[src/rtl/keypad_scan.sv]
// 4x4 hex matrix keypad scanner.
// Drives one row low per scan slot and samples the synchronised columns.
// Presses and releases are debounced over several slot ticks. Each confirmed
// key is reported as a one-cycle pulse with its code and shifted into a
// 32-bit hex entry register.
module keypad_scan #(
  parameter int SCAN_DIV = 1000,  // clk cycles per row slot (>=2)
  parameter int DEBOUNCE = 4      // ticks needed to confirm press/release (>=1)
) (
  input  logic        clk,
  input  logic        rst,          // synchronous, active-low
  input  logic [3:0]  col_i,        // active-low columns, asynchronous
  output logic [3:0]  row_o,        // active-low row drive
  output logic        key_valid_o,  // one-cycle confirm pulse
  output logic [3:0]  key_code_o,   // row*4+col of last confirmed key
  output logic [31:0] value_o       // hex entry, newest digit in [3:0]
);

  localparam int DW = (SCAN_DIV > 1) ? $clog2(SCAN_DIV) : 1;
  localparam int CW = $clog2(DEBOUNCE + 1);

  localparam logic [DW-1:0] DIV_LAST = DW'(SCAN_DIV - 1);
  localparam logic [CW-1:0] CNT_DONE = CW'(DEBOUNCE);

  typedef enum logic [1:0] {
    ST_SCAN,
    ST_DEBOUNCE,
    ST_HOLD
  } state_e;

  // Index of the lowest column pulled low; other simultaneous keys are ignored.
  function automatic logic [1:0] lowest_zero(input logic [3:0] c);
    lowest_zero = 2'd0;
    for (int i = 3; i >= 0; i--) begin
      if (!c[i]) lowest_zero = 2'(i);
    end
  endfunction

  state_e         state_q, state_d;
  logic [3:0]     col_meta_q, col_s_q;
  logic [DW-1:0]  div_q, div_d;
  logic [1:0]     r_q, r_d;
  logic [3:0]     row_q, row_d;
  logic [CW-1:0]  cnt_q, cnt_d;
  logic [1:0]     kr_q, kr_d;
  logic [1:0]     kc_q, kc_d;
  logic [3:0]     code_q, code_d;
  logic [31:0]    value_q, value_d;
  logic           valid_q, valid_d;

  logic           tick;
  logic           col_kc;

  assign tick   = (div_q == DIV_LAST);
  assign col_kc = col_s_q[kc_q];

  // Two-flop synchroniser for the asynchronous column inputs.
  // NOTE: sequential state uses non-blocking assignments so every flop samples
  // the pre-edge value of its neighbours, exactly like the hardware.
  always_ff @(posedge clk) begin
    if (!rst) begin
      col_meta_q <= 4'hF;
      col_s_q    <= 4'hF;
    end else begin
      col_meta_q <= col_i;
      col_s_q    <= col_meta_q;
    end
  end

  // Next-state logic: slot divider, row index, debounce FSM and entry register.
  // NOTE: every variable gets a default before the case so no path can leave
  // it unassigned and infer a latch.
  always_comb begin
    state_d = state_q;
    div_d   = tick ? '0 : div_q + DW'(1);
    r_d     = r_q;
    cnt_d   = cnt_q;
    kr_d    = kr_q;
    kc_d    = kc_q;
    code_d  = code_q;
    value_d = value_q;
    valid_d = 1'b0;

    if (tick) begin
      case (state_q)
        ST_SCAN: begin
          if (col_s_q == 4'hF) begin
            r_d = r_q + 2'd1;
          end else begin
            kr_d    = r_q;
            kc_d    = lowest_zero(col_s_q);
            cnt_d   = CW'(1);
            state_d = ST_DEBOUNCE;
          end
        end
        ST_DEBOUNCE: begin
          if (col_kc) begin
            r_d     = r_q + 2'd1;
            state_d = ST_SCAN;
          end else if (cnt_q == CNT_DONE) begin
            code_d  = {kr_q, kc_q};
            value_d = {value_q[27:0], kr_q, kc_q};
            valid_d = 1'b1;
            cnt_d   = '0;
            state_d = ST_HOLD;
          end else begin
            cnt_d = cnt_q + CW'(1);
          end
        end
        ST_HOLD: begin
          if (col_kc) begin
            cnt_d = cnt_q + CW'(1);
            if (cnt_q + CW'(1) == CNT_DONE) begin
              r_d     = r_q + 2'd1;
              state_d = ST_SCAN;
            end
          end else begin
            cnt_d = '0;
          end
        end
        default: state_d = ST_SCAN;
      endcase
    end

    row_d = ~(4'b0001 << r_d);
  end

  // State register for the scanner, with synchronous active-low reset.
  always_ff @(posedge clk) begin
    if (!rst) begin
      state_q <= ST_SCAN;
      div_q   <= '0;
      r_q     <= 2'd0;
      row_q   <= 4'b1110;
      cnt_q   <= '0;
      kr_q    <= 2'd0;
      kc_q    <= 2'd0;
      code_q  <= 4'h0;
      value_q <= 32'h0;
      valid_q <= 1'b0;
    end else begin
      state_q <= state_d;
      div_q   <= div_d;
      r_q     <= r_d;
      row_q   <= row_d;
      cnt_q   <= cnt_d;
      kr_q    <= kr_d;
      kc_q    <= kc_d;
      code_q  <= code_d;
      value_q <= value_d;
      valid_q <= valid_d;
    end
  end

  assign row_o       = row_q;
  assign key_valid_o = valid_q;
  assign key_code_o  = code_q;
  assign value_o     = value_q;

endmodule

[config.mk]
export PLATFORM = sky130hd
export DESIGN_NAME = keypad_scan
export DESIGN_NICKNAME = d
export VERILOG_FILES = /design/src/rtl/keypad_scan.sv
export SDC_FILE = /design/constraint.sdc
export NUM_CORES = 1
export LEC_CHECK = 0
export ABC_CLOCK_PERIOD_IN_PS = 3200
export BUFFER_PORTS_ARGS = -buffer_cell sky130_fd_sc_hd__clkbuf_2
export CAP_MARGIN = 10
export CELL_PAD_IN_SITES_DETAIL_PLACEMENT = 1
export CELL_PAD_IN_SITES_GLOBAL_PLACEMENT = 1
export CORE_MARGIN = 3
export CORE_UTILIZATION = 45
export DETAILED_ROUTE_END_ITERATION = 10
export PLACE_DENSITY = 0.82
export SETUP_SLACK_MARGIN = 0.3
export SKIP_CTS_REPAIR_TIMING = 1
export SYNTH_ARGS = -nofsm -noshare
export SYNTH_HDL_FRONTEND = slang
export SYNTH_SLANG_ARGS = --single-unit
[constraint.sdc]
create_clock -name clk -period 3.2 [get_ports clk]
set_input_delay 0.32 -clock clk [delete_from_list [all_inputs] [get_ports clk]]
set_output_delay 0.32 -clock clk [all_outputs]
set_load 0.01 [all_outputs]
==> results.tsv, run 1 <==
metric	value	unit
VDD IR-drop max	244	uV
GRT Total Usage	19.3	%
Critical Path AT	2.73	ns
Detailed Route WL	6.78	mm
Die Y	88.0	um
Nets	369	
Initial Util	47.1	%
DP HPWL	4.75	mm
GRT Residual Overflow	0	
Final Setup Violations	0	
WP data required	3.41	ns
Pwr Density	470	nW/um2
normalized max-slew margin	41.4	%
critical path peak fanout	32	
vias in the first global route	2349	
Core Region	6420	um2
CTS tree	built	
clk buf depth	2	
Compound-Gate Fraction of Synth Area	16.3	%
finished layout cell area	3360	um2
ys async rst share	0	%
XOR/XNOR Fraction of Synth Area	2.60	%
clk_skew	0.00921	ns
# diodes	0	
Post-synth EDFFs	0	
Cell Area, Synth	3030	um2
mux cell area share after synthesis	1.74	%
Vias/cell	5.37	
RSZ-0062 raised after global routing	no	
Leakage	1.26	nW
Min-Delay Path Class	in -> reg	
critical-path cell list	ha_1 -> and4bb_2 -> nand3_1 -> buf_4 -> or3_2 -> nand2_2 -> a21oi_2	
measured slew at the worst slew-check pin	0.879	ns
via count	2335	
crit share post-route	78.9	%
Layout area overhead	10.9	%
CP peak stage delay	0.85	ns
drt wl/cell	15.6	um
# Max-Cap Violations	0	
sequential area share after synthesis	43.7	%
post-layout util	52.3	%
Clock Pin Slew Worst Setup and Hold Paths	0.07	ns
Area after DPL	3170	um2
DRC Markers	0	
I/O pin count	47	
crit end category	flop	
Die Span X	88.0	um
first-pass GRT wire length	11.5	mm
outcome	finished, final reports clean	
Sink Count	66	
die area	7750	um2
unique cell type count in the Yosys netlist	51	
Synth Area in Simple Gates	24.3	%
fill cell count	767	
Port-buffer cells	46	
largest family of logic cells by synthesized area	simple AND/OR/NAND/NOR gates	
antenna-violating nets left	0	
root buf cell	clkbuf_8	
buffers plus inverters on the worst setup path	1	
maximum operating frequency	396	MHz
minimum clock period	2.53	ns
Crit Path Category	reg -> reg	
crit start category	flop	
largest net degree at the start of global routing	43	
Slowest cell on crit path	or3_2	
Syn. warnings	0	
setup TNS	0	ns
final hold violations	0	
initial antenna violation count	0	
Synth Area per Inst	9.61	um2
Main synth FF type	dfxtp_1	
share of layout cells above drive strength 1	37.2	%
Yosys reg bits	66	
commonest cells after routing, fill and taps aside	66 x dfxtp_1, 46 x clkbuf_2, 42 x nand2_1	
post-synth net total	329	
most common cell after layout, fill and taps aside	dfxtp_1	
Worst-Skew Late Latency	0.34	ns
gpl congestion	0.791	
row count	29	
Synth Area in Adders	3.31	%
router iterations before antenna repair	4	
Mapped Cells	315	
H-tree depth	3	
Num CTS Buffers	9	
max-slew violations	0	
CP delay by family, top	simple AND/OR/NAND/NOR gates	
initial drt markers	62	
==> worst paths after layout <==
kind	startpoint	endpoint	slack (ns)	depth (start not counted)
worst max-delay path	div_q[0]	key_code_o[0]	0.67	7
worst min-delay path	col_i[1]	col_meta_q[1]	0.16	2
worst max register to register	div_q[0]	key_code_o[0]	0.67	7
worst min register to register	col_meta_q[2]	col_s_q[2]	0.41	1
==> synthesized netlist by cell type (2+ instances only) <==
cell type / number / area, um2
nand2_2: 30 / 188
and3_1: 4 / 25.0
and2_1: 2 / 12.5
inv_1: 8 / 30.0
a31oi_1: 5 / 31.3
or3_1: 2 / 12.5
xnor2_1: 3 / 26.3
a21oi_1: 7 / 35.0
clkbuf_1: 5 / 18.8
nor2_1: 18 / 67.6
clkbuf_8: 5 / 68.8
a211oi_1: 3 / 22.5
a21oi_2: 30 / 263
dfxtp_1: 66 / 1320
mux2i_1: 3 / 30.0
nand3_1: 9 / 45.0
buf_6: 3 / 33.8
buf_12: 3 / 60.1
nand4b_1: 2 / 17.5
xor2_1: 6 / 52.6
nand2_1: 42 / 158
ha_1: 8 / 100
buf_4: 4 / 30.0
nand4_1: 3 / 18.8
o21ai_0: 3 / 15.0
nor3_1: 4 / 20.0
nand2b_1: 11 / 68.8
nor4_1: 3 / 18.8
==> flip-flops by register name, summed over array words and instances (netlist names), 3 cells and up <==
name / cells
col_meta_q: 4
row_o: 4
col_s_q: 4
key_code_o: 3
value_o: 29
cnt_q: 3
div_q: 10
==> worst register-to-register path, cell delays in order, from the launching register on <==
cell and delay, ns:
dfxtp_1 0.39, ha_1 0.32, and4bb_2 0.28, nand3_1 0.08, buf_4 0.19, or3_2 0.85, nand2_2 0.23, a21oi_2 0.06
==> stage by stage <==
step	setup slack, ns	power [mW]	hold WS [ns]	instances
after floorplan	1.18	0.890	0.386	315
after global placement	0.740	0.897	0.395	421
after detailed placement	0.685	0.899	0.396	421
after CTS	0.668	1.60	0.135	435
after global routing	0.544	1.65	0.155	435
final	0.675	1.58	0.155	435
==> where the power goes <==
group          internal (mW)  switching (mW)  total, mW
Clock                  0.391           0.308      0.699
Sequential             0.829         0.00624      0.835
Combinational         0.0135          0.0315     0.0450
Total                   1.23           0.345       1.58
==> final cells by class <==
type                    instances  area [um2]  share of cell area (%)
clock buffers                  11         151                    4.51
repair buffers                 49         253                    7.53
clock inverters                 3        40.0                    1.19
well taps                      77        96.3                    2.87
flip-flops and latches         66        1320                    39.4
inverters                       9        33.8                    1.01
multi-input cells             220        1460                    43.5
==> cells by family after synthesis <==
logic type | count (synthesis)
buffers and inverters | 29
DFF | 66
xor gates and xnor gates | 9
adders and majority gates | 8
and+or+nand+nor | 139
muxes | 4
AOI/OAI and AO/OA | 60
==> routing by layer <==
metal	wire (um)	part of all wire (%)	track usage, %	up-vias
li1	-	-	-	1147
met4	70	1.0	6.87	0
met1	3070	45	24.0	1138
met3	261	3.8	5.64	6
met5	0	0	0	-
met2	3380	50	32.0	44
Note: power is estimated with default switching activity, not from simulation.
==> run 2: changes to the inputs <==
ABC_CLOCK_PERIOD_IN_PS = 2300   (was 3200)
CORE_UTILIZATION = 39   (was 45)
PLACE_DENSITY = 0.75   (was 0.82)
clock period = 2.3 ns   (was 3.2 ns; I/O delays follow)
==> run 2 against run 1 <==
Effect of this change: design area grew 8.7%; global-route usage shrank 3.2 points; non-clock buffer count grew 14; fmax grew 28%; die area grew 14%; sequential power grew 39%.
==> results.tsv, run 2 (synthesis results as in run 1) <==
metric	value	unit	change
outcome	finished, final reports clean		unchanged
Core Region	7410	um2	was 6420 um2
measured slew at the worst slew-check pin	0.433	ns	was 0.879 ns
RSZ-0062 raised after global routing	yes		was no
Slowest cell on crit path	mux4_2		was or3_2
H-tree depth	3		unchanged
crit share post-route	85.9	%	was 78.9%
max-slew violations	0		unchanged
GRT Residual Overflow	0		unchanged
initial drt markers	60		was 62
DRC Markers	0		unchanged
critical path peak fanout	8		was 32
# diodes	0		unchanged
normalized max-slew margin	71.1	%	was 41.4%
max reg flops	29		unchanged
crit start category	flop		unchanged
Leakage	1.36	nW	was 1.26 nW
Detailed Route WL	7.30	mm	was 6.78 mm
grt met1 use	20.0	%	was 24.0%
CTS tree	built		unchanged
DP HPWL	4.65	mm	was 4.75 mm
die area	8850	um2	was 7750 um2
GR Util met2	26.1	%	was 32.0%
met3 Use GR	5.21	%	was 5.64%
WP data required	2.52	ns	was 3.41 ns
Fin Hold WS	0.0692	ns	was 0.155 ns
row count	31		was 29
most common cell after layout, fill and taps aside	dfxtp_1		unchanged
Port-buffer cells	46		unchanged
GRT busiest layer	met2		unchanged
Clock Pin Slew Worst Setup and Hold Paths	0.07	ns	about the same
critical-path cell list	mux4_2 -> or2_4 -> or3_4 -> clkbuf_16 -> nand2_4 -> a21oi_2		was ha_1 -> and4bb_2 -> nand3_1 -> buf_4 -> or3_2 -> nand2_2 -> a21oi_2
final hold violations	0		unchanged
Worst-Skew Late Latency	0.34	ns	about the same
clk buf depth	2		unchanged
maximum operating frequency	506	MHz	was 396 MHz
Final Setup Violations	0		unchanged
setup TNS	0	ns	unchanged
gpl congestion	0.783		was 0.791
VDD IR-drop max	268	uV	was 244 uV
drt wl/cell	15.5	um	was 15.6 um
Crit Path Category	reg -> reg		unchanged
I/O pin count	47		unchanged
Nets	383		was 369
minimum clock period	1.98	ns	was 2.53 ns
Die Y	94.1	um	was 88.0 um
crit end category	flop		unchanged
commonest cells after routing, fill and taps aside	63 x dfxtp_1, 46 x clkbuf_2, 42 x nand2_1		was 66 x dfxtp_1, 46 x clkbuf_2, 42 x nand2_1
Vias/cell	5.06		was 5.37
largest net degree at the start of global routing	33		was 43
buffers plus inverters on the worst setup path	1		unchanged
CP delay by family, top	simple AND/OR/NAND/NOR gates		unchanged
Num CTS Buffers	9		unchanged
Critical Path AT	2.20	ns	was 2.73 ns
share of layout cells above drive strength 1	42.9	%	was 37.2%
Sink Count	66		unchanged
router iterations before antenna repair	4		unchanged
# Max-Cap Violations	0		unchanged
Initial Util	40.9	%	was 47.1%
clk_skew	0.00726	ns	was 0.00921 ns
via count	2387		was 2335
first-pass GRT wire length	11.2	mm	was 11.5 mm
Min-Delay Path Class	in -> reg		unchanged
antenna-violating nets left	0		unchanged
GRT Total Usage	16.1	%	was 19.3%
Layout area overhead	20.6	%	was 10.9%
CP peak stage delay	0.52	ns	was 0.85 ns
vias in the first global route	2332		was 2349
initial antenna violation count	0		unchanged
Pwr Density	598	nW/um2	was 470 nW/um2
root buf cell	clkbuf_8		unchanged
Die Span X	94.1	um	was 88.0 um
[run 2: per-stage QoR]
step / total power [mW] / util [%] / std cells / setup WS (ns) / instance area, um2
global route: 2.28 / 49.3 / 472 / 0.251 / 3650
global placement: 1.25 / 44.2 / 450 / 0.252 / 3280
floorplan: 1.24 / - / 315 / 0.292 / 3030
CTS: 2.21 / 46.7 / 465 / 0.204 / 3460
detailed placement: 1.26 / 44.2 / 450 / 0.215 / 3280
finish: 2.18 / 49.3 / 472 / 0.323 / 3650
[run 2: area by class of cell]
cell class	instances	area, um2
fill	874	3760
multi-input combinational	220	1560
sequential	66	1330
timing repair buffer	63	425
clock buffer	12	145
tap	99	124
clock inverter	3	40.0
inverter	9	33.8
[run 2: where the power goes]
group          switching [mW]  total (mW)  leakage (nW)  internal (mW)
registers             0.00857        1.16         0.535           1.15
clock network           0.427       0.949        0.0962          0.522
logic                  0.0466      0.0705         0.730         0.0239
total                   0.482        2.18          1.36           1.70
[run 2: worst reg2reg max path: cells and delay by family, from the launching register on]
family | cells | cell delay (ns)
mux | 1 | 0.52
buf+inv | 1 | 0.21
simple gates | 3 | 0.74
flops | 1 | 0.35
compound gates | 1 | 0.05
[run 2: metal layers]
layer,wire length (um),vias up
li1,-,1177
met1,3250,1163
met2,3710,43
met3,299,4
met4,47,0
met5,0,-
[run 2: worst paths after layout]
| check | cells after the start | start | slack [ns] | end |
|---|---|---|---|---|
| worst max-delay path | 6 | kc_q[0] | 0.32 | value_o[22] |
| worst min-delay path | 2 | col_i[2] | 0.07 | col_meta_q[2] |
| worst max register to register | 6 | kc_q[0] | 0.32 | value_o[22] |
| worst min register to register | 1 | col_meta_q[1] | 0.41 | col_s_q[1] |
==> run 3: changes to the inputs <==
ABC_CLOCK_PERIOD_IN_PS = 1800   (was 2300)
clock period = 1.8 ns   (was 2.3 ns; I/O delays follow)
==> run 3 against run 2 <==
Effect of this change: the flow now finishes with violations (setup timing); sequential cell count did not move; utilization increased by 5.3 points; clock power increased by 37%.
==> results.tsv, run 3 (synthesis results as in run 1) <==
metric	value	unit	change
post-layout util	54.6	%	was 49.3%
largest net degree at the start of global routing	33		unchanged
setup TNS	-5.65	ns	was 0 ns
antenna-violating nets left	0		unchanged
Detailed Route WL	8.16	mm	was 7.30 mm
crit start category	flop		unchanged
Worst-Skew Late Latency	0.34	ns	about the same
Vias/cell	5.07		was 5.06
CP peak stage delay	0.51	ns	was 0.52 ns
Hold Path Stages	2		unchanged
H-tree depth	3		unchanged
drt wl/cell	16.3	um	was 15.5 um
reg2reg path depth	8		was 6
sequential power share	51.0	%	was 53.3%
min-delay src	col_i[0]		was col_i[2]
crit end category	flop		unchanged
Crit Path Category	reg -> reg		unchanged
Layout area overhead	33.6	%	was 20.6%
minimum clock period	1.99	ns	was 1.98 ns
critical path peak fanout	16		was 8
placed cells	477		was 450
final hold violations	0		unchanged
DRC Markers	0		unchanged
normalized max-slew margin	70.2	%	was 71.1%
Internal Power	2.24	mW	was 1.70 mW
Clk network pwr share	44.9	%	was 43.5%
via count	2541		was 2387
I/O pin count	47		unchanged
# diodes	0		unchanged
worst r2r src	kc_q[0]		unchanged
CP delay by family, top	multiplexers		was simple AND/OR/NAND/NOR gates
WP depth	8		was 6
Core Region	7410	um2	unchanged
crit share post-route	111	%	was 85.9%
Setup crit start	kc_q[0]		unchanged
Port-buffer cells	46		unchanged
max reg flops	29		unchanged
combinational power share	4.1	%	was 3.2%
max-slew violations	0		unchanged
Critical Path AT	2.27	ns	was 2.20 ns
RSZ-0062 raised after global routing	yes		unchanged
clk buf depth	2		unchanged
WP data required	2.08	ns	was 2.52 ns
Initial Util	40.9	%	unchanged
outcome	complete, but fails checks		was finished, final reports clean
Die Y	94.1	um	unchanged
Area after DPL	3530	um2	was 3280 um2
clk_skew	0.00602	ns	was 0.00726 ns
fin cells	501		was 472
VDD IR-drop max	400	uV	was 268 uV
Setup WS post-layout	-0.193	ns	was 0.323 ns
Slowest cell on crit path	mux4_2		unchanged
Final Setup Violations	43		was 0
fill cell count	862		was 874
die area	8850	um2	unchanged
row count	31		unchanged
gpl congestion	0.823		was 0.783
failing checks	setup timing		
Pwr Density	718	nW/um2	was 598 nW/um2
Critical R2R Capture	value_o[20]		was value_o[22]
Min-Delay Path Class	in -> reg		unchanged
CTS tree	built		unchanged
measured slew at the worst slew-check pin	0.447	ns	was 0.433 ns
initial antenna violation count	0		unchanged
finished layout cell area	4040	um2	was 3650 um2
power after layout	2.90	mW	was 2.18 mW
switching share of power	23.0	%	was 22.1%
maximum operating frequency	502	MHz	was 506 MHz
GRT Total Usage	17.8	%	was 16.1%
Num CTS Buffers	9		unchanged
commonest cells after routing, fill and taps aside	61 x dfxtp_1, 46 x clkbuf_2, 34 x buf_4		was 63 x dfxtp_1, 46 x clkbuf_2, 42 x nand2_1
initial drt markers	50		was 60
# Max-Cap Violations	0		unchanged
area occupied by multi-input gates	1660	um2	was 1560 um2
root buf cell	clkbuf_8		unchanged
most common cell after layout, fill and taps aside	dfxtp_1		unchanged
Clock Pin Slew Worst Setup and Hold Paths	0.07	ns	about the same
Nets	411		was 383
vias in the first global route	2581		was 2332
router iterations before antenna repair	4		unchanged
first-pass GRT wire length	12.3	mm	was 11.2 mm
Register Area	1330	um2	about the same
critical-path cell list	mux4_2 -> or2_4 -> buf_6 -> nor3_4 -> buf_12 -> clkbuf_16 -> nand2_1 -> a21oi_2		was mux4_2 -> or2_4 -> or3_4 -> clkbuf_16 -> nand2_4 -> a21oi_2
Leakage	1.61	nW	was 1.36 nW
DP HPWL	5.19	mm	was 4.65 mm
GRT Residual Overflow	0		unchanged
buffers plus inverters on the worst setup path	3		was 1
flop-to-flop setup slack	-0.19	ns	was 0.32 ns
sw power	0.669	mW	was 0.482 mW
Sink Count	66		unchanged
share of layout cells above drive strength 1	50.5	%	was 42.9%
critical path endpoint	value_o[20]		was value_o[22]
Die Span X	94.1	um	unchanged
-- run 3: power by group through the flow --
stage	clock network, mW	logic, mW	registers (mW)
3_5_place_dp	0	0.113	1.52
5_1_grt	1.41	0.131	1.48
2_1_floorplan	0	0.0719	1.52
4_1_cts	1.33	0.112	1.48
3_3_place_gp	0	0.108	1.52
6_report	1.30	0.118	1.48
-- run 3: layer usage --
| metal | global-route usage (%) | share of wire, % | vias to the layer above |
|---|---|---|---|
| met2 | 31.4 | 53 | 53 |
| met3 | 5.37 | 3.5 | 13 |
| met1 | 20.5 | 41 | 1247 |
| li1 | - | - | 1228 |
| met5 | 0 | 0 | - |
| met4 | 5.42 | 2.4 | 0 |
-- run 3: how the worst min path moves through the flow --
stage	endpoint	slack (ns)
floorplan	col_meta_q[0]	0.28
global placement	col_meta_q[2]	0.36
detailed placement	col_meta_q[0]	0.37
CTS	col_meta_q[0]	-0.004
global route	col_meta_q[0]	0.003
finish	col_meta_q[0]	0.01
-- run 3: area by class of cell --
class,instances,share of cell area [%]
tap,99,3.06
clock inverter,4,1.24
clock buffer,12,3.84
sequential,66,32.8
inverter,9,0.835
multi-input combinational,220,41.1
timing repair buffer,91,17.1
-- run 3: worst register-to-register path: cells and delay by family, from the launching register on --
family / cells / cell delay [ns]
DFF: 1 / 0.34
buffers and inverters: 3 / 0.43
AOI/OAI and AO/OA: 1 / 0.15
muxes: 1 / 0.51
and+or+nand+nor: 3 / 0.50
-- run 3: metrics by stage --
step,setup WS (ns),hold slack [ns]
after floorplan,-0.208,0.281
after global placement,-0.198,0.359
after detailed placement,-0.219,0.365
after CTS,-0.241,-0.00392
after global routing,-0.270,0.00312
final,-0.193,0.0135
